## src/rtl/fighter_sprite_renderer.sv

```systemverilog
// Fighter sprite pixel pipeline: scan position -> sprite ROM address -> palette RGB, 3-cycle latency.
// Optional hit-flash feature enabled by defining SPRITE_HITFLASH_EN.
module fighter_sprite_renderer #(
  parameter int unsigned SPRITE_W        = 64,
  parameter int unsigned SPRITE_H        = 64,
  parameter int unsigned SCALE_SHIFT     = 1,
  parameter int unsigned NUM_CHARS       = 4,
  parameter int unsigned FRAMES_PER_POSE = 2,
  parameter int unsigned FRAME_TICKS     = 8,
  parameter int unsigned TRANSP_IDX      = 0,
  localparam int unsigned CW     = $clog2(NUM_CHARS),
  localparam int unsigned ROM_AW = $clog2(NUM_CHARS * 9 * FRAMES_PER_POSE * SPRITE_W * SPRITE_H)
) (
  input  logic              vga_clk,
  input  logic              reset,
  input  logic [9:0]        DrawX,
  input  logic [9:0]        DrawY,
  input  logic [9:0]        spritex,
  input  logic [9:0]        spritey,
  input  logic              blank,
  input  logic              frame_tick,
  input  logic [CW-1:0]     char_sel,
  input  logic              stand,
  input  logic              crouch,
  input  logic              jump,
  input  logic              kick,
  input  logic              punch,
  input  logic              crouchpunch,
  input  logic              move,
  input  logic              block,
  input  logic              dead,
  input  logic              flip,
  input  logic              hit,
  input  logic              pal_we,
  input  logic [CW-1:0]     pal_char,
  input  logic [3:0]        pal_idx,
  input  logic [11:0]       pal_rgb,
  output logic [ROM_AW-1:0] rom_addr,
  input  logic [3:0]        rom_q,
  output logic [3:0]        red,
  output logic [3:0]        green,
  output logic [3:0]        blue,
  output logic              sprite_on
);

  localparam int unsigned LXW = $clog2(SPRITE_W);
  localparam int unsigned LYW = $clog2(SPRITE_H);
  localparam int unsigned FIW = (FRAMES_PER_POSE > 1) ? $clog2(FRAMES_PER_POSE) : 1;
  localparam int unsigned TW  = (FRAME_TICKS > 1) ? $clog2(FRAME_TICKS) : 1;

  localparam logic [3:0]     POSE_NONE  = 4'hF;
  localparam logic [3:0]     POSE_DEAD  = 4'd8;
  localparam logic [10:0]    BOX_W      = 11'(SPRITE_W << SCALE_SHIFT);
  localparam logic [10:0]    BOX_H      = 11'(SPRITE_H << SCALE_SHIFT);
  localparam logic [FIW-1:0] FRAME_LAST = FIW'(FRAMES_PER_POSE - 1);
  localparam logic [TW-1:0]  TICK_LAST  = TW'(FRAME_TICKS - 1);
  localparam logic [3:0]     TRANSP     = 4'(TRANSP_IDX);

  logic [3:0]        r_pose;
  logic [CW-1:0]     r_char;
  logic [TW-1:0]     r_tick;
  logic [FIW-1:0]    r_frame;

  logic [3:0]        w_pose_enc;
  logic              w_state_change;
  logic [10:0]       w_dx;
  logic [10:0]       w_dy;
  logic              w_in_box;
  logic [LXW-1:0]    w_lx;
  logic [LYW-1:0]    w_ly;
  logic [ROM_AW-1:0] w_addr;
  logic              w_flash;

  logic [ROM_AW-1:0] r_rom_addr;
  logic              r_in_box1;
  logic              r_in_box2;
  logic [CW-1:0]     r_char1;
  logic [CW-1:0]     r_char2;
  logic              r_flash1;
  logic              r_flash2;
  logic [11:0]       r_rgb;
  logic              r_on;
  logic [11:0]       r_pal [NUM_CHARS*16];

  // Pose priority encoder, highest priority first.
  always_comb begin
    w_pose_enc = POSE_NONE;
    if (dead)              w_pose_enc = 4'd8;
    else if (block)        w_pose_enc = 4'd7;
    else if (kick)         w_pose_enc = 4'd3;
    else if (punch)        w_pose_enc = 4'd4;
    else if (crouchpunch)  w_pose_enc = 4'd5;
    else if (crouch)       w_pose_enc = 4'd1;
    else if (jump)         w_pose_enc = 4'd2;
    else if (move && stand) w_pose_enc = 4'd6;
    else if (stand)        w_pose_enc = 4'd0;
  end

  assign w_state_change = (w_pose_enc != r_pose) || (char_sel != r_char);

  // Pose, character and animation state only move at frame boundaries.
  always_ff @(posedge vga_clk) begin
    if (reset) begin
      r_pose  <= POSE_NONE;
      r_char  <= '0;
      r_tick  <= '0;
      r_frame <= '0;
    end else if (frame_tick) begin
      r_pose <= w_pose_enc;
      r_char <= char_sel;
      if (w_state_change) begin
        r_tick  <= '0;
        r_frame <= '0;
      end else if (r_tick == TICK_LAST) begin
        r_tick <= '0;
        if (r_pose == POSE_DEAD) begin
          if (r_frame != FRAME_LAST) r_frame <= r_frame + 1'b1;
        end else begin
          r_frame <= (r_frame == FRAME_LAST) ? '0 : r_frame + 1'b1;
        end
      end else begin
        r_tick <= r_tick + 1'b1;
      end
    end
  end

`ifdef SPRITE_HITFLASH_EN
  logic [2:0] r_flash_cnt;
  logic       r_tick_odd;

  always_ff @(posedge vga_clk) begin
    if (reset) begin
      r_flash_cnt <= '0;
      r_tick_odd  <= 1'b0;
    end else begin
      if (frame_tick) r_tick_odd <= ~r_tick_odd;
      if (hit) r_flash_cnt <= 3'd4;
      else if (frame_tick && (r_flash_cnt != 3'd0)) r_flash_cnt <= r_flash_cnt - 3'd1;
    end
  end

  assign w_flash = (r_flash_cnt != 3'd0) && r_tick_odd;
`else
  logic w_unused_hit;
  assign w_unused_hit = hit;
  assign w_flash      = 1'b0;
`endif

  // 11-bit differences make a scan position left of/above the sprite wrap to a large value.
  assign w_dx     = {1'b0, DrawX} - {1'b0, spritex};
  assign w_dy     = {1'b0, DrawY} - {1'b0, spritey};
  assign w_in_box = blank && (r_pose != POSE_NONE) && (w_dx < BOX_W) && (w_dy < BOX_H);
  assign w_lx     = flip ? w_dx[SCALE_SHIFT +: LXW] : ~w_dx[SCALE_SHIFT +: LXW];
  assign w_ly     = w_dy[SCALE_SHIFT +: LYW];

  assign w_addr = ROM_AW'((((32'(r_char) * 32'd9) + 32'(r_pose)) * FRAMES_PER_POSE
                           + 32'(r_frame)) * SPRITE_W * SPRITE_H
                          + 32'(w_ly) * SPRITE_W + 32'(w_lx));

  always_ff @(posedge vga_clk) begin
    if (reset) begin
      r_rom_addr <= '0;
      r_in_box1  <= 1'b0;
      r_in_box2  <= 1'b0;
      r_char1    <= '0;
      r_char2    <= '0;
      r_flash1   <= 1'b0;
      r_flash2   <= 1'b0;
    end else begin
      if (w_in_box) r_rom_addr <= w_addr;
      r_in_box1 <= w_in_box;
      r_in_box2 <= r_in_box1;
      r_char1   <= r_char;
      r_char2   <= r_char1;
      r_flash1  <= w_flash;
      r_flash2  <= r_flash1;
    end
  end

  // Palette RAM has no reset; a same-edge write and read of one entry reads the old value.
  always_ff @(posedge vga_clk) begin
    if (pal_we) r_pal[{pal_char, pal_idx}] <= pal_rgb;
  end

  always_ff @(posedge vga_clk) begin
    if (reset) begin
      r_rgb <= '0;
      r_on  <= 1'b0;
    end else if (r_in_box2 && (rom_q != TRANSP)) begin
      r_rgb <= r_flash2 ? 12'hFFF : r_pal[{r_char2, rom_q}];
      r_on  <= 1'b1;
    end else begin
      r_rgb <= '0;
      r_on  <= 1'b0;
    end
  end

  assign rom_addr  = r_rom_addr;
  assign red       = r_rgb[11:8];
  assign green     = r_rgb[7:4];
  assign blue      = r_rgb[3:0];
  assign sprite_on = r_on;

endmodule
```

## config.mk

```make
export PLATFORM = sky130hd
export DESIGN_NAME = fighter_sprite_renderer
export DESIGN_NICKNAME = d
export VERILOG_FILES = /design/src/rtl/fighter_sprite_renderer.sv
export SDC_FILE = /design/constraint.sdc
export NUM_CORES = 1
export LEC_CHECK = 0
export ABC_AREA = 1
export CORE_MARGIN = 2
export CORE_UTILIZATION = 25
export DETAILED_ROUTE_END_ITERATION = 12
export PLACE_DENSITY = 0.52
export SLEW_MARGIN = 20
export SYNTH_ARGS = -nofsm -noshare
export SYNTH_HDL_FRONTEND = slang
export SYNTH_SLANG_ARGS = --single-unit
export TNS_END_PERCENT = 5
```

## constraint.sdc

```tcl
create_clock -name vga_clk -period 2.9 [get_ports vga_clk]
set_input_delay 0.725 -clock vga_clk [delete_from_list [all_inputs] [get_ports vga_clk]]
set_output_delay 0.725 -clock vga_clk [all_outputs]
set_load 0.05 [all_outputs]
```

* Word level (Yosys, flattened, before mapping)
Memory sizes are Yosys's and may differ from the RTL's. A register that Yosys moved wholly into a read port is not among the register bits. Cells that the tools add are included.
Storage, ports and cells: memories kept 1, RAM bits 768, output and inout port bits 32, register bits after elaboration 36, input port bits 80
Memory list:
- r_pal | depth 64, width 12, read ports 1, clocked after Yosys merged registers in 1, write ports 1, line 83 | logic [11:0] r_pal [NUM_CHARS*16];
Cells by class: equality and inequality tests 5, multiply operators 1, reductions and logical operators 10, $add $sub $neg 8, mux-type cells 20, bitwise operators 2, magnitude comparators 2
Operators with widths (number):
- 4-bit 2-to-1 mux | 9
- 11-bit by 8-bit < comparator with 1-bit output (second input constant) | 2
- 10-bit by 10-bit subtractor with 11-bit output | 2
- 19-bit by 12-bit adder with 19-bit output | 1
- 19-bit by 6-bit adder with 19-bit output | 1
- 1-bit 2-to-1 mux | 8
- 7-bit by 1-bit adder with 7-bit output | 1
- 6-bit by 4-bit adder with 6-bit output | 1
- 2-bit by 4-bit multiplier with 6-bit output (second input constant) | 1
- 3-bit 2-to-1 mux | 2
- 6-bit 2-to-1 mux | 1
- 6-bit inverter | 1
- 1-bit logical AND | 5
- 4-bit == test (second input constant) | 1
- 4-bit inequality test | 1
- 4-bit inequality test (second input constant) | 1
- 4-bit nonzero test | 1
- 3-bit by 1-bit adder with 3-bit output (second input constant) | 1
- 3-bit == test (second input constant) | 1
- 2-bit inequality test | 1
- 2-bit AND reduction | 1
- 2-bit nonzero test | 1
- 2-bit OR reduction | 1
- 1-bit adder (second input constant) | 1
- 2 further kinds | 2

* Depth between registers and ports, before layout
Gate-level depths: netlist (run 1).
word-level depth 13, mapped depth 17, depth with buffers taken out 16

* Least setup slack after synthesis (run 1)
No wires, ideal clock.
path kind input to register, from input port pal_we, to memory r_pal[48][0], enable pin, library setup time 413 ps, arrival time 2472 ps, stages on the path 3, path slack 15 ps, data required time 2487 ps, cell sequence clkbuf_1 nand4_1 nor4_1
Between the ends: longest elaborated chain between the ends 2
Ends and longest elaborated chain:
- start: declaration | line 34 | input logic pal_we,
- 1-bit 2-to-1 mux | line 182 | if (pal_we) r_pal[{pal_char, pal_idx}] <= pal_rgb;
- 1-bit 2-to-1 mux (not written as such) | line 182
- end: declaration | line 83
No other way between the ends.

* Worst setup path after layout (run 1)
from register r_rom_addr[3] (netlist: rom_addr[3]), to output port rom_addr[3]
RTL lines:
- start: declaration | line 74 | logic [ROM_AW-1:0] r_rom_addr;
- start signal: assignment | line 170 | if (w_in_box) r_rom_addr <= w_addr;
- end: declaration | line 38 | output logic [ROM_AW-1:0] rom_addr,
No word-level cell between the ends.

==> flow_summary_export.csv, run 1 <==
group,metric,value,unit
clock_network,cts_tree,"done",
worst_setup_path,critPathMaxFanout,2,
logic_synthesis,synth.yosys.seq_area_share,71.2,%
clock_network,clockBufferDepth,3,
worst_setup_path,critical-path-top-delay-family,"buffers and inverters",
logic_synthesis,synth_ff_type,"edfxtp_1",
sta,final.setup.tns,0,ns
drt,firstDrtPassIters,6,
placement,place_congestion,0.851,
layout,layout_common_cells,"768 x edfxtp_1, 593 x nor2_1, 342 x o21ai_0, 207 x nand2_1, 205 x buf_4",
layout,final_common_cell,"edfxtp_1",
floorplan,rows,134,
clock_network,cts_setup_buffers,0,
drt,first_iter_violations,2100,
clock_network,cts.repair.resized,0,
sta,rsz0062_at_grt,"no",
logic_synthesis,synth_warnings,0,
run_status,outcome,"finished, final reports clean",
sta,finalCriticalPeriod,2.60,ns
floorplan,core_area,0.134,sq mm
placement,post-dp-hpwl,61000,um
logic_synthesis,synthDistinctLibCells,42,
clock_network,cts_buffers,83,
logic_synthesis,synth_edf_count,768,
layout,final_area,0.0411,sq mm
pwr,p_per_area,618,mW/mm^2
sta,post-route-period-util,89.7,%
worst_setup_path,worst_ep_arrival_time,1.88,ns
worst_setup_path,slowest_stage,"clkdlybuf4s50_1",
drt,wl_per_cell,19.8,um
floorplan,die_area,0.138,sq mm
global_routing,overflow,0,
clock_network,clock-sinks,816,
placement,place_area,0.0384,sq mm
sta,slew_viol_final,0,
clock_network,path_clk_slew,0.06,ns
floorplan,ios,112,
worst_setup_path,path_buf_inv,1,
logic_synthesis,syn_inst,2778,
logic_synthesis,syn_area,0.0337,sq mm
layout,layout.nets,3159,
floorplan,start_util,25.2,%
clock_network,cts_hold_buf,0,
worst_setup_path,start_kind,"flip-flop",
sta,hold_violations,0,
sta,slew_headroom,42.1,%
sta,fin_worst_skew,0.0243,ns
logic_synthesis,async_reset_ff_share,0,%
logic_synthesis,yosys_register_bits,816,
drt,drc,0,
global_routing,grt_max_degree,65,
worst_hold_path,hp-class,"flip-flop to flip-flop",
worst_setup_path,slowest_delay,0.84,ns
logic_synthesis,postSynthAreaPerCell,12.1,sq um
worst_setup_path,crit_path_end_kind,"output pin",
placement,placed_cells,4733,
floorplan,dieWidth,371,um
global_routing,grt_antenna_before_repair,1,
sta,setup_viol,0,
worst_setup_path,cp_cell_sequence,"clkdlybuf4s50_1",
floorplan,die_y,371,um
layout,fillCellCount,13400,
drt,ant_nets,0,
worst_setup_path,critical_path_class,"flip-flop to output pin",
layout,layout.cells.non_filler,4888,
pwr,power_leakage,13.8,nW
sta,worstMarginPinSlew,0.868,ns
clock_network,ctsRootBufferMaster,"clkbuf_16",
drt,routed_wl,96700,um
global_routing,track_usage,13.9,%
clock_network,cts.htree.levels,3,
global_routing,grt_pass1_wl,142000,um
placement,port_buffers,110,
layout,area_growth,21.8,%
worst_setup_path,required,2.17,ns
drt,via_count,22400,
layout,layout-drive-gt1-share,13.6,%
global_routing,grt_pass1_vias,21500,
drt,drt-vias-per-instance,4.58,
pwr,peakVddDrop,398,uV
logic_synthesis,synth_nets,2887,
sta,max_freq,384,MHz
run,cap_viol_max_count,0,
clock_network,worstSkewPairLatency,0.65,ns
-- state kept, by name, summed over array words and instances, names as in the netlist, 2 cells and up --
name	count
r_char2	2
r_tick	3
r_rgb	12
r_char	2
rom_addr	19
r_pal	768
r_char1	2
r_pose	4
-- final cells by class --
| class | count | area [sq um] | area share, % |
|---|---|---|---|
| clock inverter | 49 | 359 | 0.875 |
| multi-input combinational | 1702 | 8490 | 20.7 |
| timing repair buffer | 353 | 3340 | 8.13 |
| clock buffer | 103 | 2260 | 5.50 |
| antenna | 3 | 7.51 | 0.0183 |
| sequential | 816 | 24000 | 58.5 |
| inverter | 94 | 365 | 0.890 |
| tap | 1768 | 2210 | 5.39 |
-- metrics by stage --
step	total power [mW]	utilization (%)	hold WS (ns)	setup WS, ns
floorplan	14.3	-	0.388	0.0149
global placement	15.2	28.8	0.393	-0.117
detailed placement	15.2	28.8	0.396	-0.161
CTS	25.6	30.7	0.387	0.268
global route	26.2	30.7	0.391	0.234
finish	25.4	30.7	0.404	0.298
-- where the power goes --
group / total [mW] / switching, mW / internal (mW) / leakage [nW]
Combinational: 1.98 / 1.30 / 0.685 / 5.21
Clock: 10.4 / 4.56 / 5.83 / 1.28
Sequential: 13.0 / 0.0264 / 13.0 / 7.30
Total: 25.4 / 5.89 / 19.5 / 13.8
-- worst paths after layout --
path               startpoint           to  slack (ns)  depth (start not counted)
setup / recovery  rom_addr[3]  rom_addr[3]        0.30                          1
hold / removal     r_char1[0]   r_char2[0]        0.40                          2
setup reg to reg   r_char2[0]     r_rgb[0]        0.84                          8
hold reg to reg    r_char1[0]   r_char2[0]        0.40                          2
-- per-layer routing --
metal	vias up	track usage, %	wire, um	part of all wire [%]
met4	2	4.61	2890	3.0
met5	-	0.0350	13	0.013
met3	141	3.10	6650	6.9
li1	10600	-	-	-
met2	663	21.7	44300	46
met1	11000	18.9	42900	44
-- synth_stat cells (all sizes together) (26+ instances only) --
library cell,count,area (sq um)
clkbuf,87,328
nor2,603,2340
o211ai,96,721
inv,90,340
edfxtp,768,23100
nand2,216,838
dfxtp,48,961
nand3,128,676
a22oi,37,278
a21oi,80,412
ha,26,325
o22ai,65,407
o21ai,392,1960
buf,79,584
-- cells by family after synthesis --
family | count (synthesis) | synth area share, %
DFF | 816 | 71.2
and+or+nand+nor | 978 | 12.0
AOI/OAI and AO/OA | 675 | 11.3
xor gates and xnor gates | 20 | 0.520
adders and majority gates | 29 | 1.14
buffers and inverters | 260 | 3.76
No activity file was read; power rests on OpenSTA's default activity.
==> run 2: changes to the inputs <==
--- a/config.mk
+++ b/config.mk
@@ -9,7 +9,8 @@
 export CORE_MARGIN = 2
 export CORE_UTILIZATION = 25
 export DETAILED_ROUTE_END_ITERATION = 12
-export PLACE_DENSITY = 0.52
+export DONT_BUFFER_PORTS = 1
+export PLACE_DENSITY = 0.51
 export SLEW_MARGIN = 20
 export SYNTH_ARGS = -nofsm -noshare
 export SYNTH_HDL_FRONTEND = slang
==> flow_summary_export.csv, run 2 (synthesis gave the netlist of run 1 again) <==
group,metric,value,unit
pwr,p_per_area,632,mW/mm^2
sta,finalCriticalPeriod,3.23,ns
layout,area_growth,15.2,%
placement,place_area,0.0363,sq mm
floorplan,ios,112,
clock_network,cts_setup_buffers,0,
sta,hold_violations,0,
sta,worstMarginPinSlew,1.78,ns
sta,max_freq,309,MHz
global_routing,overflow,0,
floorplan,dieWidth,371,um
worst_setup_path,slowest_stage,"clkinv_8",
pwr,peakVddDrop,409,uV
worst_setup_path,crit_path_end_kind,"flip-flop",
sta,rsz0062_at_grt,"no",
worst_setup_path,critPathMaxFanout,350,
layout,layout.cells.non_filler,4666,
run_status,violations,"max-slew violations, negative setup slack",
global_routing,grt_antenna_before_repair,3,
clock_network,path_clk_slew,0.06,ns
sta,setup_viol,12,
drt,drt-vias-per-instance,4.64,
worst_setup_path,crit_top_cell,"nand3_1",
clock_network,clockBufferDepth,3,
clock_network,worstSkewPairLatency,0.66,ns
pwr,power_leakage,12.7,nW
sta,fin_worst_skew,0.0206,ns
drt,drc,0,
drt,firstDrtPassIters,7,
sta,post-route-period-util,112,%
clock_network,clock-sinks,816,
clock_network,cts_tree,"done",
floorplan,die_y,371,um
worst_setup_path,cp_cell_sequence,"clkinv_8, buf_12, nor2_1, o211ai_1, nand3_1, nand3_1, nand3_1, a21oi_1, buf_4",
clock_network,cts.htree.levels,3,
sta,final.setup.tns,-3.00,ns
sta,slew_headroom,-18.9,%
sta,slew_viol_final,159,
drt,routed_wl,94700,um
layout,layout-drive-gt1-share,9.91,%
placement,placed_cells,4516,
worst_setup_path,worst_ep_arrival_time,3.82,ns
clock_network,cts_buffers,80,
placement,post-dp-hpwl,52300,um
worst_setup_path,start_kind,"input pin",
global_routing,grt_pass1_wl,139000,um
floorplan,die_area,0.138,sq mm
worst_setup_path,critical-path-top-delay-family,"buffers and inverters",
floorplan,rows,134,
sta,setup_ws,-0.334,ns
worst_setup_path,path_buf_inv,3,
layout,layout_common_cells,"768 x edfxtp_1, 593 x nor2_1, 342 x o21ai_0, 207 x nand2_1, 124 x nand3_1",
layout,final_common_cell,"edfxtp_1",
worst_hold_path,hp-class,"input pin to flip-flop",
worst_setup_path,required,3.49,ns
layout,final_area,0.0388,sq mm
drt,wl_per_cell,20.3,um
global_routing,grt_max_degree,351,
global_routing,grt_pass1_vias,20700,
clock_network,ctsRootBufferMaster,"clkbuf_16",
global_routing,track_usage,13.5,%
drt,via_count,21700,
run,cap_viol_max_count,0,
floorplan,start_util,25.2,%
drt,ant_nets,0,
floorplan,core_area,0.134,sq mm
worst_setup_path,critical_path_class,"input pin to flip-flop",
run_status,outcome,"complete, but fails checks",
placement,port_buffers,0,
placement,place_congestion,0.790,
layout,layout.nets,2939,
layout,regMostFlops,"r_pal",
worst_setup_path,slowest_delay,0.61,ns
drt,first_iter_violations,1916,
clock_network,cts.repair.resized,0,
clock_network,cts_hold_buf,0,
layout,largest_reg_flops,768,
-- run 2: through the flow --
step	hold slack (ns)	worst slack (ns)	utilization (%)	power (mW)
after CTS	0.0884	0.722	29.1	24.8
after global routing	0.109	0.622	29.1	25.4
final	0.144	-0.334	29.1	24.5
after floorplan	0.388	0.0149	-	14.3
after detailed placement	0.400	0.129	27.2	14.5
after global placement	0.393	0.120	27.2	14.5
-- run 2: where the power goes --
| part | total [mW] | leakage, nW | switching, mW | internal, mW |
|---|---|---|---|---|
| clock network | 10.3 | 1.23 | 4.54 | 5.72 |
| registers | 13.0 | 7.30 | 0.0287 | 13.0 |
| logic | 1.30 | 4.17 | 0.827 | 0.471 |
| total | 24.5 | 12.7 | 5.40 | 19.1 |
-- run 2: worst paths after layout --
check	from	endpoint	slack, ns	cells past startpoint
setup / recovery	rom_q[0]	r_rgb[1]	-0.33	9
hold / removal	reset	r_in_box2	0.14	1
setup reg to reg	r_char2[0]	r_rgb[10]	0.93	7
hold reg to reg	r_char1[0]	r_char2[0]	0.40	2
-- run 2: routing by layer --
layer	routed length, um	global-route usage [%]
met4	1930	3.74
met5	28	0
met3	7320	3.26
met1	41900	18.3
met2	43500	21.5
-- run 2: layout make-up --
| type | count | area (sq um) |
|---|---|---|
| antenna | 1 | 2.50 |
| fill | 13600 | 94800 |
| clock buffer | 105 | 2160 |
| sequential | 816 | 24000 |
| timing repair buffer | 136 | 1220 |
| clock inverter | 44 | 373 |
| inverter | 94 | 365 |
| multi-input combinational | 1702 | 8490 |
| tap | 1768 | 2210 |
-- run 2: worst register-to-register path, stage by stage, from the launching register on --
cell and delay, ns:
dfxtp_1 0.38, buf_4 0.43, nand2_1 0.14, a21oi_1 0.16
nand2_1 0.18, nand3_1 0.27, a21oi_1 0.12, buf_4 0.19
==> run 3: changes to the inputs <==
--- a/config.mk
+++ b/config.mk
@@ -8,6 +8,7 @@
 export ABC_AREA = 1
 export CORE_MARGIN = 2
 export CORE_UTILIZATION = 25
+export CTS_CLUSTER_DIAMETER = 80
 export DETAILED_ROUTE_END_ITERATION = 12
 export DONT_BUFFER_PORTS = 1
 export PLACE_DENSITY = 0.51
==> results of run 3 <==
Final layout, timing and power as in run 2 (identical DEF).
